===== src/rtl/ctrl.sv =====
// Pipeline control unit: turns the execute-stage jump/hold requests into
// PC redirect, flush and hold controls. A jump that arrives while the bus
// is stalled is parked and replayed once the bus releases.
//
// state    | meaning
// ---------+------------------------------------------------
// RUN      | previous cycle not held
// EX_HOLD  | previous cycle held by the execute stage
// BUS_HOLD | previous cycle held by the external bus
module ctrl #(
  parameter int unsigned HOLD_TIMEOUT = 1024
) (
  input  logic        clk,
  input  logic        rst,
  input  logic [31:0] jump_addr_i,
  input  logic        jump_en_i,
  input  logic        hold_flag_ex_i,
  input  logic        hold_flag_bus_i,
  output logic [31:0] jump_addr_o,
  output logic        jump_en_o,
  output logic        flush_o,
  output logic        hold_o,
  output logic [1:0]  state_o,
  output logic [31:0] stall_cnt_o,
  output logic [31:0] jump_cnt_o,
  output logic        timeout_o
);

  typedef enum logic [1:0] {
    RUN      = 2'd0,
    EX_HOLD  = 2'd1,
    BUS_HOLD = 2'd2
  } state_t;

  state_t      state;
  logic        pend_valid;
  logic [31:0] pend_addr;
  logic [31:0] hold_cnt;

  logic release_pend;
  logic direct_jump;
  logic capture;

  assign state_o = state;

  // Same-cycle redirect/flush/hold decode; a pending release outranks a new jump.
  always_comb begin
    release_pend = pend_valid & ~hold_flag_bus_i;
    direct_jump  = jump_en_i & ~hold_flag_bus_i & ~pend_valid;
    capture      = jump_en_i & hold_flag_bus_i & ~pend_valid;
    jump_en_o    = 1'b0;
    jump_addr_o  = 32'd0;
    flush_o      = 1'b0;
    hold_o       = 1'b0;
    if (!rst) begin
      if (release_pend) begin
        jump_en_o   = 1'b1;
        jump_addr_o = pend_addr;
      end else if (direct_jump) begin
        jump_en_o   = 1'b1;
        jump_addr_o = jump_addr_i;
      end
      // Flush on the raw request too, so wrong-path fetches die while the jump is parked.
      flush_o = jump_en_i | jump_en_o;
      hold_o  = hold_flag_bus_i | (hold_flag_ex_i & ~jump_en_i);
    end
  end

  // State register and pending-jump capture/release.
  always_ff @(posedge clk) begin
    if (rst) begin
      state      <= RUN;
      pend_valid <= 1'b0;
      pend_addr  <= 32'd0;
    end else begin
      if (hold_flag_bus_i)
        state <= BUS_HOLD;
      else if (hold_flag_ex_i && !jump_en_i)
        state <= EX_HOLD;
      else
        state <= RUN;

      if (release_pend) begin
        pend_valid <= 1'b0;
      end else if (capture) begin
        pend_valid <= 1'b1;
        pend_addr  <= jump_addr_i;
      end
    end
  end

  // Consecutive-hold watchdog with a sticky timeout flag.
  always_ff @(posedge clk) begin
    if (rst) begin
      hold_cnt  <= 32'd0;
      timeout_o <= 1'b0;
    end else if (hold_o) begin
      if (hold_cnt < HOLD_TIMEOUT)
        hold_cnt <= hold_cnt + 32'd1;
      if (hold_cnt == HOLD_TIMEOUT - 32'd1)
        timeout_o <= 1'b1;
    end else begin
      hold_cnt <= 32'd0;
    end
  end

  // Saturating activity counters.
  always_ff @(posedge clk) begin
    if (rst) begin
      stall_cnt_o <= 32'd0;
      jump_cnt_o  <= 32'd0;
    end else begin
      if (hold_o && stall_cnt_o != 32'hFFFF_FFFF)
        stall_cnt_o <= stall_cnt_o + 32'd1;
      if (jump_en_o && jump_cnt_o != 32'hFFFF_FFFF)
        jump_cnt_o <= jump_cnt_o + 32'd1;
    end
  end

endmodule


===== config.mk =====
export PLATFORM = sky130hd
export DESIGN_NAME = ctrl
export DESIGN_NICKNAME = d
export VERILOG_FILES = /design/src/rtl/ctrl.sv
export SDC_FILE = /design/constraint.sdc
export NUM_CORES = 1
export LEC_CHECK = 0
export CORE_MARGIN = 2
export CORE_UTILIZATION = 46
export DETAILED_ROUTE_END_ITERATION = 12
export PLACE_DENSITY = 0.77
export SYNTH_ARGS = -nofsm -noshare
export SYNTH_HDL_FRONTEND = slang
export SYNTH_SLANG_ARGS = --single-unit

===== constraint.sdc =====
create_clock -name clk -period 2 [get_ports clk]
set_clock_uncertainty 0.2 [all_clocks]
set_input_delay 0.3 -clock clk [delete_from_list [all_inputs] [get_ports clk]]
set_output_delay 0.3 -clock clk [all_outputs]
set_load 0.01 [all_outputs]

; ---- Yosys cells after proc, flatten, opt, wreduce, memory -nomap -nowiden
; Cells that the tools add are included.
[totals]
input_bits = 37
reg_bits = 132
out_inout_bits = 102
[op_classes]
eq_ne = 3
magnitude_cmp = 1
n_mux = 11
addsub = 3
bitwise = 13
n_reduce_logical = 9
[op_table]
columns = cell, count
row1 = "adder 32 x 1 -> 32 bit, second input constant", 3
row2 = two-way mux 32 bit, 3
row3 = "!= test 32 bit, second input constant", 2
row4 = "equality test 32 x 10 -> 1 bit, second input constant", 1
row5 = "less-than comparator 32 x 11 -> 1 bit, second input constant", 1
row6 = two-way mux 1 bit, 7
row7 = AND 1 bit, 6
row8 = OR reduction 2 bit, 3
row9 = inverter 1 bit, 5
row10 = AND reduction 2 bit, 2
row11 = logical AND 1 bit, 3
row12 = two-way mux 2 bit, 1
row13 = OR 1 bit, 2
row14 = zero test 1 bit, 1

; ---- Logic depth before layout (Yosys ltp)
[logic_depth]
word_depth = 8
ltp_mapped = 7
depth_no_buf = 6

; ---- Worst setup path before layout
; Ideal clock, no wire load.
[synth_path]
kind = register to register
startpoint = register jump_cnt_o[0]
endpoint = register jump_cnt_o[1]
n_path_buf = 0
setup_slack_ns = -0.299
stages_incl_launch_ff = 7
period_less_slack_ns = 2.299
setup_time_ns = 0.121
required_ns = 1.679
t_arrival_ns = 1.977
path_cell_list = dfxtp_1 ha_1 nand2_1 or4_4 nor4_4 nor2b_2 mux2_4
[synth_between]
elab_chain_len = 2
word_cells_on_any_way = 3
[synth_lines]
columns = item, line
row1 = "start, declared", 25  ; output logic [31:0] jump_cnt_o,
row2 = "start signal, assigned", 116  ; jump_cnt_o <= jump_cnt_o + 32'd1;
row3 = "parallel branches: the longest is 2 deep, another holds adder 32 x 1 -> 32 bit", -
; Several ways; the timed one is not identified.
; A chain may end at the register's enable or synchronous reset.

; ---- Worst setup path in the final report
[layout_path]
startpoint = register pend_valid
endpoint = output jump_addr_o[26]
[layout_between]
elab_chain_len = 5
word_cells_on_any_way = 6
[layout_lines]
columns = item, line
row1 = "start, declared", 36  ; logic pend_valid;
row2 = "start signal, assigned", 73  ; pend_valid <= 1'b0;
row3 = "start signal, assigned", 84  ; pend_valid <= 1'b0;
row4 = "start signal, assigned", 86  ; pend_valid <= 1'b1;
row5 = inverter 1 bit, 49  ; direct_jump = jump_en_i & ~hold_flag_bus_i & ~pend_valid;
row6 = AND 1 bit, 49
row7 = two-way mux 32 bit, 59  ; end else if (direct_jump) begin
row8 = two-way mux 32 bit (*), 56  ; if (release_pend) begin
row9 = two-way mux 32 bit (*), 55  ; if (!rst) begin
row10 = "end, declared", 19  ; output logic [31:0] jump_addr_o,
; Every way passes the cells marked *; elsewhere a longest branch is shown, timed or not.

==> flow_metrics.py <==
metrics = {
    "outcome": {
        "run_status": "finished, violations left",
        "violations": "negative setup slack",
    },
    "cells_and_area": {
        "nets_finish": 1099,
        "multi_input_comb_area_mm2": 0.00411,
        "most-common-layout-cells": "156 x buf_4, 95 x dfxtp_1, 90 x nand2_1",
        "drive_above_1_share_pct": 42.2,
        "layout.filler_cells": 728,
        "most_frequent_standard_cell_in_the_layout_excluding_fill_and_tap_cells": "buf_4",
        "areaGrowthSynthToFinish_pct": 74.8,
        "n_diodes": 0,
        "ff_latch_area_mm2": 0.00271,
    },
    "synth": {
        "synth_seq_cells": 132,
        "netlist-cell-type-count": 56,
        "avgSynthCellArea_um2": 8.27,
        "syn-instance-count": 744,
        "sequential_share_of_the_synthesized_area_pct": 42.9,
        "yosys_synthesis_warning_count": 0,
        "synth.area.top_cells": "dfxtp_1 43%, a21oi_1 6.5%, nand2_1 5.9%",
        "synth_top_area_share_pct": 42.9,
        "synth_top_cell_by_area": "dfxtp_1",
        "postSynth.asyncResetShare_pct": 0,
        "dominantRegCellSynth": "dfxtp_1",
        "synth_edf_count": 0,
        "syn_area_mm2": 0.00616,
        "syn-num-nets": 784,
    },
    "timing": {
        "fin_crit_sh_pct": 110,
        "hold_viol_final": 0,
        "fin_setup_tns_ns": -5.83,
        "holdWs_ns": 0.0656,
        "maxSlewViolCount": 0,
        "setup_ws_ns": -0.205,
        "timing.final.setup_violations": 66,
        "final_period_minus_worst_setup_slack_ns": 2.20,
        "rsz0062_at_grt": "true",
        "max-slew-margin-rel_pct": 71.9,
        "fmax_ghz": 0.454,
        "worstMarginPinSlew_ns": 0.417,
    },
    "route": {
        "drtIter0Drc": 551,
        "routed-via-count": 7542,
        "remaining_drc_errors": 0,
        "count_of_nets_left_with_antenna_violations_after_detail_routing": 0,
        "drt-pass1-iter-count": 5,
        "routed_wire_length_per_instance_um": 19.9,
        "vias_per_inst": 6.06,
        "postRouteWirelength_um": 24800,
    },
    "worst_hold_path": {
        "hold-path-endpoint": "state_o[1]",
        "hold_depth": 3,
        "holdCritPathClass": "input port to flip-flop",
        "min_from": "rst",
    },
    "global_routing": {
        "grt_pass1_wl_um": 34000,
        "maximum_number_of_pins_on_one_net_before_global_route_repair": 37,
        "antenna_violations_before_repair": 0,
        "grt_pass1_vias": 7190,
        "grt.overflow.total": 0,
        "grt.total_usage_pct": 29.3,
    },
    "critical_path": {
        "critical_path_at_ns": 1.70,
        "cp.required_ns": 1.50,
        "cp_num_cells": 7,
        "cp_slowest_stage_delay_ns": 0.36,
        "cp_common_cell": "buf_12",
        "worst_r2r_path_depth": 8,
        "regToRegStartpoint": "jump_cnt_o[1]",
        "timing.critical_path.slowest_stage_cell": "dfxtp_4",
        "cp_top_family": "buffers and inverters",
        "timing.critical_path.cells": "nor3b_4 > buf_6 > buf_12 > buf_12 > a22oi_2 > nor2_1 > buf_2",
        "r2r_slack_ns": -0.14,
        "crit_type": "flip-flop to primary output",
        "r2r_path_end": "jump_cnt_o[13]",
        "worstPathMaxFanout": 5,
        "timing.critical_path.to_type": "primary output",
        "critical_path_buf_inv_count": 4,
        "timing.critical_path.from_type": "flip-flop",
    },
    "clock_tree": {
        "clock_sink_count": 132,
        "cts.htree.levels": 4,
        "tritoncts": "yes",
        "clkSlewWorstSetupHoldPaths_ns": 0.06,
        "clock_tree.buffer_depth": 2,
        "worst_skew_pair.late_latency_ns": 0.42,
        "cts-hold-fix-buffers": 0,
        "cts-buffers-inserted": 17,
        "clockRootBuffer": "clkbuf_16",
    },
    "power": {
        "p_leak_nw": 4.28,
        "internal-power_mw": 5.06,
        "switching_share_pct": 22.6,
        "total_switching_power_mw": 1.48,
        "power.density_cell_area_mw_per_mm2": 607,
        "seq_power_share_pct": 41.4,
        "power_frac_clock_pct": 49.9,
        "p_comb_share_pct": 8.7,
        "ir_drop_uv": 651,
    },
    "floorplanning": {
        "die_area_mm2": 0.0143,
        "die_height_um": 120,
        "coreArea_mm2": 0.0131,
        "initial_core_util_pct": 46.9,
        "boundaryPins": 139,
        "core.rowCount": 42,
        "die_width_um": 120,
    },
    "flow_run": {
        "timing.max_cap.violations": 0,
    },
    "placed_design": {
        "finalWeightedCongestion": 0.869,
        "number_of_port_buffers": 138,
        "hpwlAfterDp_um": 13500,
    },
}
## worst max path at each step
stage / from / end / slack (ns)
after global routing: pend_valid / jump_addr_o[26] / -0.28
after CTS: pend_valid / jump_addr_o[8] / -0.17
after detailed placement: hold_flag_bus_i / stall_cnt_o[22] / -0.67
after floorplan: jump_cnt_o[1] / jump_cnt_o[1] / -0.04
final: pend_valid / jump_addr_o[26] / -0.20
after global placement: jump_en_i / jump_addr_o[11] / -0.61
## state kept, by name (all words and copies together) (netlist names)
name,flops
jump_cnt_o,32
hold_cnt,32
stall_cnt_o,32
state_o,2
pend_addr,32
timeout_o,1
pend_valid,1
## through the flow
| stage | instance area, µm² | std cells | power (mW) | setup slack (ns) | util [%] |
|---|---|---|---|---|---|
| after global routing | 10800 | 1245 | 6.70 | -0.277 | 81.9 |
| after detailed placement | 8910 | 1169 | 3.21 | -0.670 | 67.8 |
| after CTS | 10000 | 1225 | 6.48 | -0.170 | 76.1 |
| final | 10800 | 1245 | 6.54 | -0.205 | 81.9 |
| after global placement | 8910 | 1169 | 3.20 | -0.605 | 67.8 |
| after floorplan | 6260 | 744 | 2.94 | -0.0401 | - |
## routing by layer
layer,up-vias,routed length (µm),share of wire [%],track usage (%)
met2,414,12800,52,51.6
li1,3372,-,-,-
met5,-,0,0,0
met3,96,1710,6.9,6.94
met4,0,933,3.8,12.6
met1,3660,9360,38,33.8
## final cells by class
class                   count  share of cell area, %
clock inverters             7                   1.12
clock buffers              22                   4.60
well taps                 176                   2.05
flip-flops and latches    132                   25.2
multi-input cells         563                   38.2
repair buffers            335                   28.5
inverters                  10                  0.349
## cells by family after synthesis
| kind of cell | Yosys count | synth area share, % |
|---|---|---|
| AND/OR/NAND/NOR | 354 | 31.5 |
| AO/OA/AOI/OAI | 185 | 18.4 |
| flip-flops | 132 | 42.9 |
| buffers and inverters | 50 | 3.33 |
| XOR/XNOR | 10 | 1.42 |
| multiplexers | 10 | 1.81 |
| adder cells (fa/ha/maj) | 3 | 0.610 |
## cell usage after synthesis (4+ instances only)
master,instances
dfxtp_1,132
nand2_1,96
a21oi_1,80
nor2_1,63
a22oi_1,32
clkbuf_1,32
o21ai_0,30
or3_1,29
and2_1,28
nand3_1,26
nand4_1,23
o31ai_1,17
or4_1,15
nor4_1,14
and4_1,12
nor3_1,11
inv_1,10
and3_1,8
nor2b_1,8
xnor2_1,8
buf_2,5
mux2_2,5
mux2i_1,4
## power by group through the flow
| stage | sequential, mW | combinational (mW) | clock, mW |
|---|---|---|---|
| finish | 2.70 | 0.570 | 3.26 |
| global placement | 2.75 | 0.445 | 0 |
| global route | 2.70 | 0.600 | 3.39 |
| detailed placement | 2.75 | 0.461 | 0 |
| floorplan | 2.75 | 0.191 | 0 |
| CTS | 2.70 | 0.507 | 3.27 |
## tightest hold or removal path: cells and delay by family
| family | cells | cell delay [ns] |
|---|---|---|
| buf+inv | 2 | 0.29 |
| simple gates | 1 | 0.05 |
## timing repair
item                                    in CTS  in global routing
endpoints found under the setup margin      99                103
buffers inserted                            21                 21
pin swaps                                   51                 84
cloned                                       6                  1
gates resized for setup                    214                159
Power figures use the tool's default switching activity.
